## src/rtl/ama_riscv_fetch.sv

```systemverilog
// Instruction fetch stage: owns the fetch PC, issues in-order imem requests and buffers {pc, inst} for the decoder.
// Define FETCH_SKID_EN for a 2-deep buffer with two requests in flight; otherwise the buffer is 1 deep.
module ama_riscv_fetch #(
    parameter logic [31:0] RESET_VECTOR = 32'h0000_0000
) (
    input  logic        clk,
    input  logic        rst,
    input  logic        redirect,
    input  logic [31:0] redirect_pc,
    output logic        imem_req_valid,
    input  logic        imem_req_ready,
    output logic [31:0] imem_req_addr,
    input  logic        imem_rsp_valid,
    output logic        imem_rsp_ready,
    input  logic [31:0] imem_rsp_data,
    output logic        inst_valid,
    input  logic        dec_ready,
    output logic [31:0] inst_dec,
    output logic [31:0] pc_dec
);

`ifdef FETCH_SKID_EN
    localparam int unsigned DEPTH = 2;
`else
    localparam int unsigned DEPTH = 1;
`endif
    localparam logic [31:0] NOP = 32'h0000_0013;

    logic [31:0] pc_f;
    logic [1:0]  outstanding;
    logic [1:0]  drop_cnt;
    logic        rsp_ready_q;
    logic [31:0] aq        [DEPTH];
    logic        fifo_v    [DEPTH];
    logic [31:0] fifo_pc   [DEPTH];
    logic [31:0] fifo_inst [DEPTH];

    logic [31:0] pc_f_n;
    logic [1:0]  outstanding_n;
    logic [1:0]  drop_cnt_n;
    logic [31:0] aq_n      [DEPTH];
    logic        fv_n      [DEPTH];
    logic [31:0] fpc_n     [DEPTH];
    logic [31:0] finst_n   [DEPTH];

    logic        req_fire;
    logic        rsp_fire;
    logic        deq_fire;
    logic        push;
    logic        placed;
    logic [1:0]  count;
    logic [1:0]  aq_idx;
    logic [2:0]  credit_used;

    assign inst_valid     = fifo_v[0];
    assign inst_dec       = fifo_inst[0];
    assign pc_dec         = fifo_pc[0];
    assign imem_req_addr  = pc_f;
    assign imem_rsp_ready = rsp_ready_q;

    always_comb begin
        count = '0;
        for (int unsigned i = 0; i < DEPTH; i++) begin
            count = count + {1'b0, fifo_v[i]};
        end
    end

    // Credits cover both in-flight requests and buffered instructions, so neither queue can overflow.
    assign deq_fire       = inst_valid && dec_ready;
    assign credit_used    = {1'b0, outstanding} + {1'b0, count} - {2'b00, deq_fire};
    assign imem_req_valid = rst && !redirect && (credit_used < 3'(DEPTH));
    assign req_fire       = imem_req_valid && imem_req_ready;
    assign rsp_fire       = imem_rsp_valid && imem_rsp_ready;
    assign push           = rsp_fire && !redirect && (drop_cnt == '0);

    always_comb begin
        pc_f_n = pc_f;
        if (redirect) begin
            pc_f_n = {redirect_pc[31:2], 2'b00};
        end else if (req_fire) begin
            pc_f_n = pc_f + 32'd4;
        end

        outstanding_n = outstanding + {1'b0, req_fire} - {1'b0, rsp_fire};

        drop_cnt_n = drop_cnt;
        if (redirect) begin
            drop_cnt_n = outstanding - {1'b0, rsp_fire};
        end else if (rsp_fire && (drop_cnt != '0)) begin
            drop_cnt_n = drop_cnt - 2'd1;
        end
    end

    // Address queue is never flushed: stale PCs drain in step with the stale responses.
    always_comb begin
        aq_n   = aq;
        aq_idx = outstanding - {1'b0, rsp_fire};
        if (rsp_fire) begin
            for (int unsigned i = 0; i + 1 < DEPTH; i++) begin
                aq_n[i] = aq[i+1];
            end
        end
        if (req_fire) begin
            for (int unsigned i = 0; i < DEPTH; i++) begin
                if (aq_idx == 2'(i)) begin
                    aq_n[i] = pc_f;
                end
            end
        end
    end

    // Slot 0 is the decoder-facing head; empty slots hold NOP/0 so the outputs come straight from flops.
    always_comb begin
        fv_n    = fifo_v;
        fpc_n   = fifo_pc;
        finst_n = fifo_inst;
        placed  = 1'b0;
        if (deq_fire) begin
            for (int unsigned i = 0; i + 1 < DEPTH; i++) begin
                fv_n[i]    = fifo_v[i+1];
                fpc_n[i]   = fifo_pc[i+1];
                finst_n[i] = fifo_inst[i+1];
            end
            fv_n[DEPTH-1]    = 1'b0;
            fpc_n[DEPTH-1]   = '0;
            finst_n[DEPTH-1] = NOP;
        end
        if (push) begin
            for (int unsigned i = 0; i < DEPTH; i++) begin
                if (!placed && !fv_n[i]) begin
                    fv_n[i]    = 1'b1;
                    fpc_n[i]   = aq[0];
                    finst_n[i] = imem_rsp_data;
                    placed     = 1'b1;
                end
            end
        end
        if (redirect) begin
            for (int unsigned i = 0; i < DEPTH; i++) begin
                fv_n[i]    = 1'b0;
                fpc_n[i]   = '0;
                finst_n[i] = NOP;
            end
        end
    end

    always_ff @(posedge clk or negedge rst) begin
        if (!rst) begin
            pc_f        <= RESET_VECTOR;
            outstanding <= '0;
            drop_cnt    <= '0;
            rsp_ready_q <= 1'b0;
            for (int unsigned i = 0; i < DEPTH; i++) begin
                aq[i]        <= '0;
                fifo_v[i]    <= 1'b0;
                fifo_pc[i]   <= '0;
                fifo_inst[i] <= NOP;
            end
        end else begin
            pc_f        <= pc_f_n;
            outstanding <= outstanding_n;
            drop_cnt    <= drop_cnt_n;
            rsp_ready_q <= 1'b1;
            for (int unsigned i = 0; i < DEPTH; i++) begin
                aq[i]        <= aq_n[i];
                fifo_v[i]    <= fv_n[i];
                fifo_pc[i]   <= fpc_n[i];
                fifo_inst[i] <= finst_n[i];
            end
        end
    end

endmodule

```

## config.mk

```make
export PLATFORM = sky130hd
export DESIGN_NAME = ama_riscv_fetch
export DESIGN_NICKNAME = d
export VERILOG_FILES = /design/src/rtl/ama_riscv_fetch.sv
export SDC_FILE = /design/constraint.sdc
export NUM_CORES = 1
export LEC_CHECK = 0
export BUFFER_PORTS_ARGS = -buffer_cell sky130_fd_sc_hd__buf_2
export CORE_MARGIN = 5
export CORE_UTILIZATION = 52
export DETAILED_ROUTE_END_ITERATION = 7
export PLACE_DENSITY = 0.77
export SYNTH_ARGS = -nofsm -noshare
export SYNTH_HDL_FRONTEND = slang
export SYNTH_SLANG_ARGS = --single-unit
```

## constraint.sdc

```tcl
create_clock -name clk -period 4.6 [get_ports clk]
set_input_delay 0.69 -clock clk [delete_from_list [all_inputs] [get_ports clk]]
set_output_delay 0.69 -clock clk [all_outputs]
set_load 0.1 [all_outputs]
```

-- After elaboration in Yosys (flattened, before gate mapping)
Cells that the tools add are included.
- input port bits: 70
- flip-flop bits (word level): 134
- output and inout port bits: 99
- $lt $le $gt $ge: 1
- $add $sub $neg: 7
- mux-type cells: 15
- reduce and logical (&&, ||, !) cells: 15
- operator list (cell ; count):
    $mux W32 ; 10
    $add A32 B3 Y32 const B ; 1
    $logic_and A1 B1 Y1 ; 8
    $reduce_bool A2 Y1 ; 3
    $logic_not A2 Y1 ; 2
    $mux W2 ; 2
    $sub A2 B1 Y2 ; 2
    $add A2 B1 Y3 ; 1
    $lt A3 B1 Y1 const B ; 1
    $mux W1 ; 3
    $sub A3 B1 Y3 ; 1
    $add A2 B1 Y2 ; 1
    $reduce_and A2 Y1 ; 1
    $sub A2 B1 Y2 const B ; 1
    $logic_not A1 Y1 ; 1

-- Depth between registers and ports, before layout
- depth after elaboration: 7
- depth in mapped cells: 15
- gate-level depth less buffers: 15

-- Worst setup path after synthesis
OpenSTA, ideal clock, no wires.
- path type: reg2out
- from: register fifo_v (netlist: inst_valid)
- to: output imem_req_valid
- slack: -1.436 ns
- arrival time: 5.346 ns
- data required time: 3.910 ns
- buffers on the path: 0
- cell stages (with the launch flop): 10
- cells stage by stage: dfrtp_1 > nand2_1 > inv_1 > ha_1 > inv_1 > ha_1 > inv_1 > fa_1 > xor2_2 > nor4_1
- cells in the longest elaborated chain, start to end: 4
- elaborated cells between the ends (all ways): 5
- those cells by class: add/sub (2); order compare (1); reduce/logical (2)
- ends and longest elaborated chain (what ; RTL line ; text):
    from (decl) ; 34 ; logic fifo_v [DEPTH];
    from (signal, indexed assignment) ; 166 ; fifo_v[i] <= fv_n[i];
    $add A2 B1 Y3 / $logic_and A1 B1 Y1 (equally long branches) ; 70, 69 ;
    $sub A3 B1 Y3 * ; 70 ; assign credit_used = {1'b0, outstanding} + {1'b0, count} - {2'b00, deq_fire};
    $lt A3 B1 Y1 * ; 71 ; assign imem_req_valid = rst && !redirect && (credit_used < 3'(DEPTH));
    $logic_and A1 B1 Y1 * ; 71 ;
    to (decl) ; 10 ; output logic imem_req_valid,
Mark *: on every way between the ends. The rest lies on a longest branch, timed or not.

-- Final worst setup path
- from: register fifo_v (netlist: inst_valid)
- to: register pc_f[28] (netlist: imem_req_addr[28])
- cells in the longest elaborated chain, start to end: 6
- elaborated cells between the ends (all ways): 7
- those cells by class: add/sub (2); order compare (1); reduce/logical (4)
- ends and longest elaborated chain (what ; RTL line ; text):
    $add A2 B1 Y3 / $logic_and A1 B1 Y1 (equally long branches) ; 70, 69 ;
    $sub A3 B1 Y3 * ; 70 ;
    $lt A3 B1 Y1 * ; 71 ;
    $logic_and A1 B1 Y1 * ; 71 ;
    $logic_and A1 B1 Y1 * ; 72 ; assign req_fire = imem_req_valid && imem_req_ready;
    $reduce_bool A2 Y1 (no source line) * ; - ;
    to (signal assigned) ; 160 ; pc_f <= pc_f_n;
    to (decl) ; 29 ; logic [31:0] pc_f;
Marks and branches as above.
A chain may end at the register's enable or synchronous reset.

==> flow_summary.toml <==
[worst_setup_path]
crit_type = "reg -> reg"
crit_arrival_ns = 4.17
required_ns = 5.03
reg2reg_to = "imem_req_addr[28]"
reg2regPathDepth = 11
worst_r2r_startpoint = "inst_valid"
start_kind = "flop"
cp-end-kind = "flop"
critPathMaxFanout = 26
rrSetupSlack_ns = 0.87

[global_route]
grt_start_max_net_pins = 75
grt_pass1_wl_mm = 24.87
grt-ovfl-total = 0
grtUsageTotal_pct = 23.94
grt_pass1_vias = 4990
grt_antenna_before_repair = 0

[drt]
num_vias = 5017
via_per_inst = 5.854
post_drt_wl_per_cell_um = 18.17
post-route-drc-count = 0
ant_nets = 0
drtIter0Drc = 367
drtPass1Iterations = 5
totalWireLength_mm = 15.57

[synthesis]
yosysSeqAreaShare_pct = 56.04
synth_top_area_cell = "dfrtp_1"
syn_inst = 547
ys_top_cells_by_area = "dfrtp_1, mux2_2, a22o_1"
async_flop_share_pct = 100.0
synth_top_area_share_pct = 54.68
ys_seq_elements = 130
synth_common_cells = "dfrtp_1, nand2_1, nand3_1, a21oi_1, mux2_2"
synthesis.area_um2 = 5812
ys_dominant_reg_cell = "dfrtp_1"
synth.distinct_cells = 45
yosysMostFrequentCell = "dfrtp_1"
ys.warnings.count = 0
synth_edf_count = 0
avgSynthCellArea_um2 = 10.62

[pwr]
swShare_pct = 35.00
seq_power_share_pct = 39.0
max-vdd-ir-drop_v = 0.0002560
p_int_uw = 2384
clkPwrFrac_pct = 35.7
powerDensity_nw_per_um2 = 497.7
p_leak_uw = 0.003601
combPwrFrac_pct = 25.3
p_sw_uw = 1284

[clock_tree]
post-cts-setup-buffer-count = 0
numCtsBuffers = 17
clock-sinks = 130
clkLatencyLatePin_ns = 0.52
htree_levels = 4
clk_path_buf_depth = 2
clk_pin_slew_ns = 0.06
cts_root_buffer = "clkbuf_8"
cts_tree = "built"

[sta]
clock.fmax_mhz = 268.1
fin_crit_sh_pct = 81.10
rsz0062_at_grt = "no"
fin_crit_ns = 3.731
clock-skew-final_ns = 0.007607
setup_viol = 0
slew_violations = 0
worst_pin_slew_ns = 0.7721
whs_ns = 0.3830
hold_violations = 0
maxSlewHeadroom_pct = 48.53
finalSetupTns_ns = 0

[floorplan]
ios = 169
design.core.area_um2 = 10890
die_area_um2 = 13390
die_x_um = 115.7
initial_core_util_pct = 53.38
die_h_um = 115.7
placementRows = 38

[final_layout]
seq_area_um2 = 3257
fillers = 837
diodes = 0
syn_to_final_growth_pct = 26.78
final_core_utilization_pct = 67.67
multi_input_area_um2 = 2349
layout.nets = 782
drive_gt1_share_pct = 33.89

[hold_path]
holdPathEnd = "imem_req_addr[14]"
hp-class = "in -> reg"
holdPathStages = 3
min_from = "redirect_pc[14]"

[status]
status = "complete, no violations"

[flow_run]
cap_viol_max_count = 0

[placement]
place_congestion = 0.8704
dp_hpwl_mm = 10.70
port_buffers = 164
[how the worst max path moves through the flow]
stage               slack [ns]        from                 to  cells after the start
detailed placement        0.55   dec_ready  imem_req_addr[28]                     12
global route              0.62  inst_valid  imem_req_addr[30]                     11
global placement          0.62   dec_ready  imem_req_addr[29]                     12
CTS                       0.91  inst_valid  imem_req_addr[24]                     11
floorplan                 0.38  inst_valid     imem_req_valid                      9
finish                    0.87  inst_valid  imem_req_addr[28]                     11
[sequential cells by signal, indices dropped and copies added, names as in the netlist]
signal / cells
imem_rsp_ready: 1
drop_cnt: 2
inst_valid: 1
pc_dec: 32
outstanding: 2
aq: 30
inst_dec: 32
imem_req_addr: 30
[placed cells by master (no fill, tap or decap), types with 14 or more instances in the layout]
master     instances
o21ai_0           14
inv_1             17
nand2_1           54
a21oi_1           36
dfrtp_1          127
clkbuf_16         16
a22o_1            28
buf_2            162
mux2_2            30
nand3_1           47
nor2_1            26
[layout make-up]
| cell class | count | share of cell area, % |
|---|---|---|
| flip-flops and latches | 130 | 44.20 |
| multi-input cells | 360 | 31.87 |
| repair buffers | 177 | 12.79 |
| clock buffers | 22 | 6.011 |
| well taps | 140 | 2.377 |
| clock inverters | 10 | 1.834 |
| inverters | 18 | 0.9170 |
[critical path, cell delays in order (launching register included)]
cell	delay, ns
dfrtp_1	0.38
nand2_1	0.08
inv_1	0.21
ha_1	0.28
inv_1	0.05
ha_1	0.12
inv_1	0.04
fa_1	0.54
nand4b_2	0.21
or4_1	0.92
or4_1	0.62
a31oi_1	0.18
[timing repair]
action                                  CTS  global route
hold buffers                              1             0
endpoints found under the setup margin    0             0
endpoints found under the hold margin    11             0
gates resized for setup                   0             0
[power by group through the flow]
stage	Clock, uW	Combinational (uW)	Sequential [uW]
floorplan	0	353	1790
detailed placement	0	926	1440
CTS	1330	934	1430
global route	1390	992	1450
global placement	0	904	1430
finish	1310	928	1430
[layer usage]
layer / global-route usage [%] / up-vias / routed length [um]
li1: - / 2300 / -
met5: 0 / - / 0
met2: 38.50 / 243 / 7485
met3: 7.154 / 23 / 1461
met1: 31.46 / 2451 / 6393
met4: 7.811 / 0 / 231
[stage by stage]
stage               setup slack, ns  area, um^2  total power, uW  cells
global route                 0.6151        7368             3831    857
CTS                          0.9120        7368             3694    857
global placement             0.6210        6780             2336    824
detailed placement           0.5457        6780             2368    824
finish                       0.8694        7368             3667    857
floorplan                    0.3839        5831             2143    548
[cells by family (layout without fill, tap and decap cells)]
group / Yosys count / count (layout) / share of synthesized area (%)
AO/OA/AOI/OAI: 113 / 113 / 13.11
XOR/XNOR: 13 / 13 / 2.088
adder cells (fa/ha/maj): 8 / 8 / 1.851
buffers and inverters: 58 / 227 / 4.047
flip-flops: 130 / 130 / 56.04
multiplexers: 31 / 31 / 5.985
other: 2 / 3 / 0.1292
AND/OR/NAND/NOR: 192 / 192 / 16.75
No activity file was read; power rests on OpenSTA's default activity.
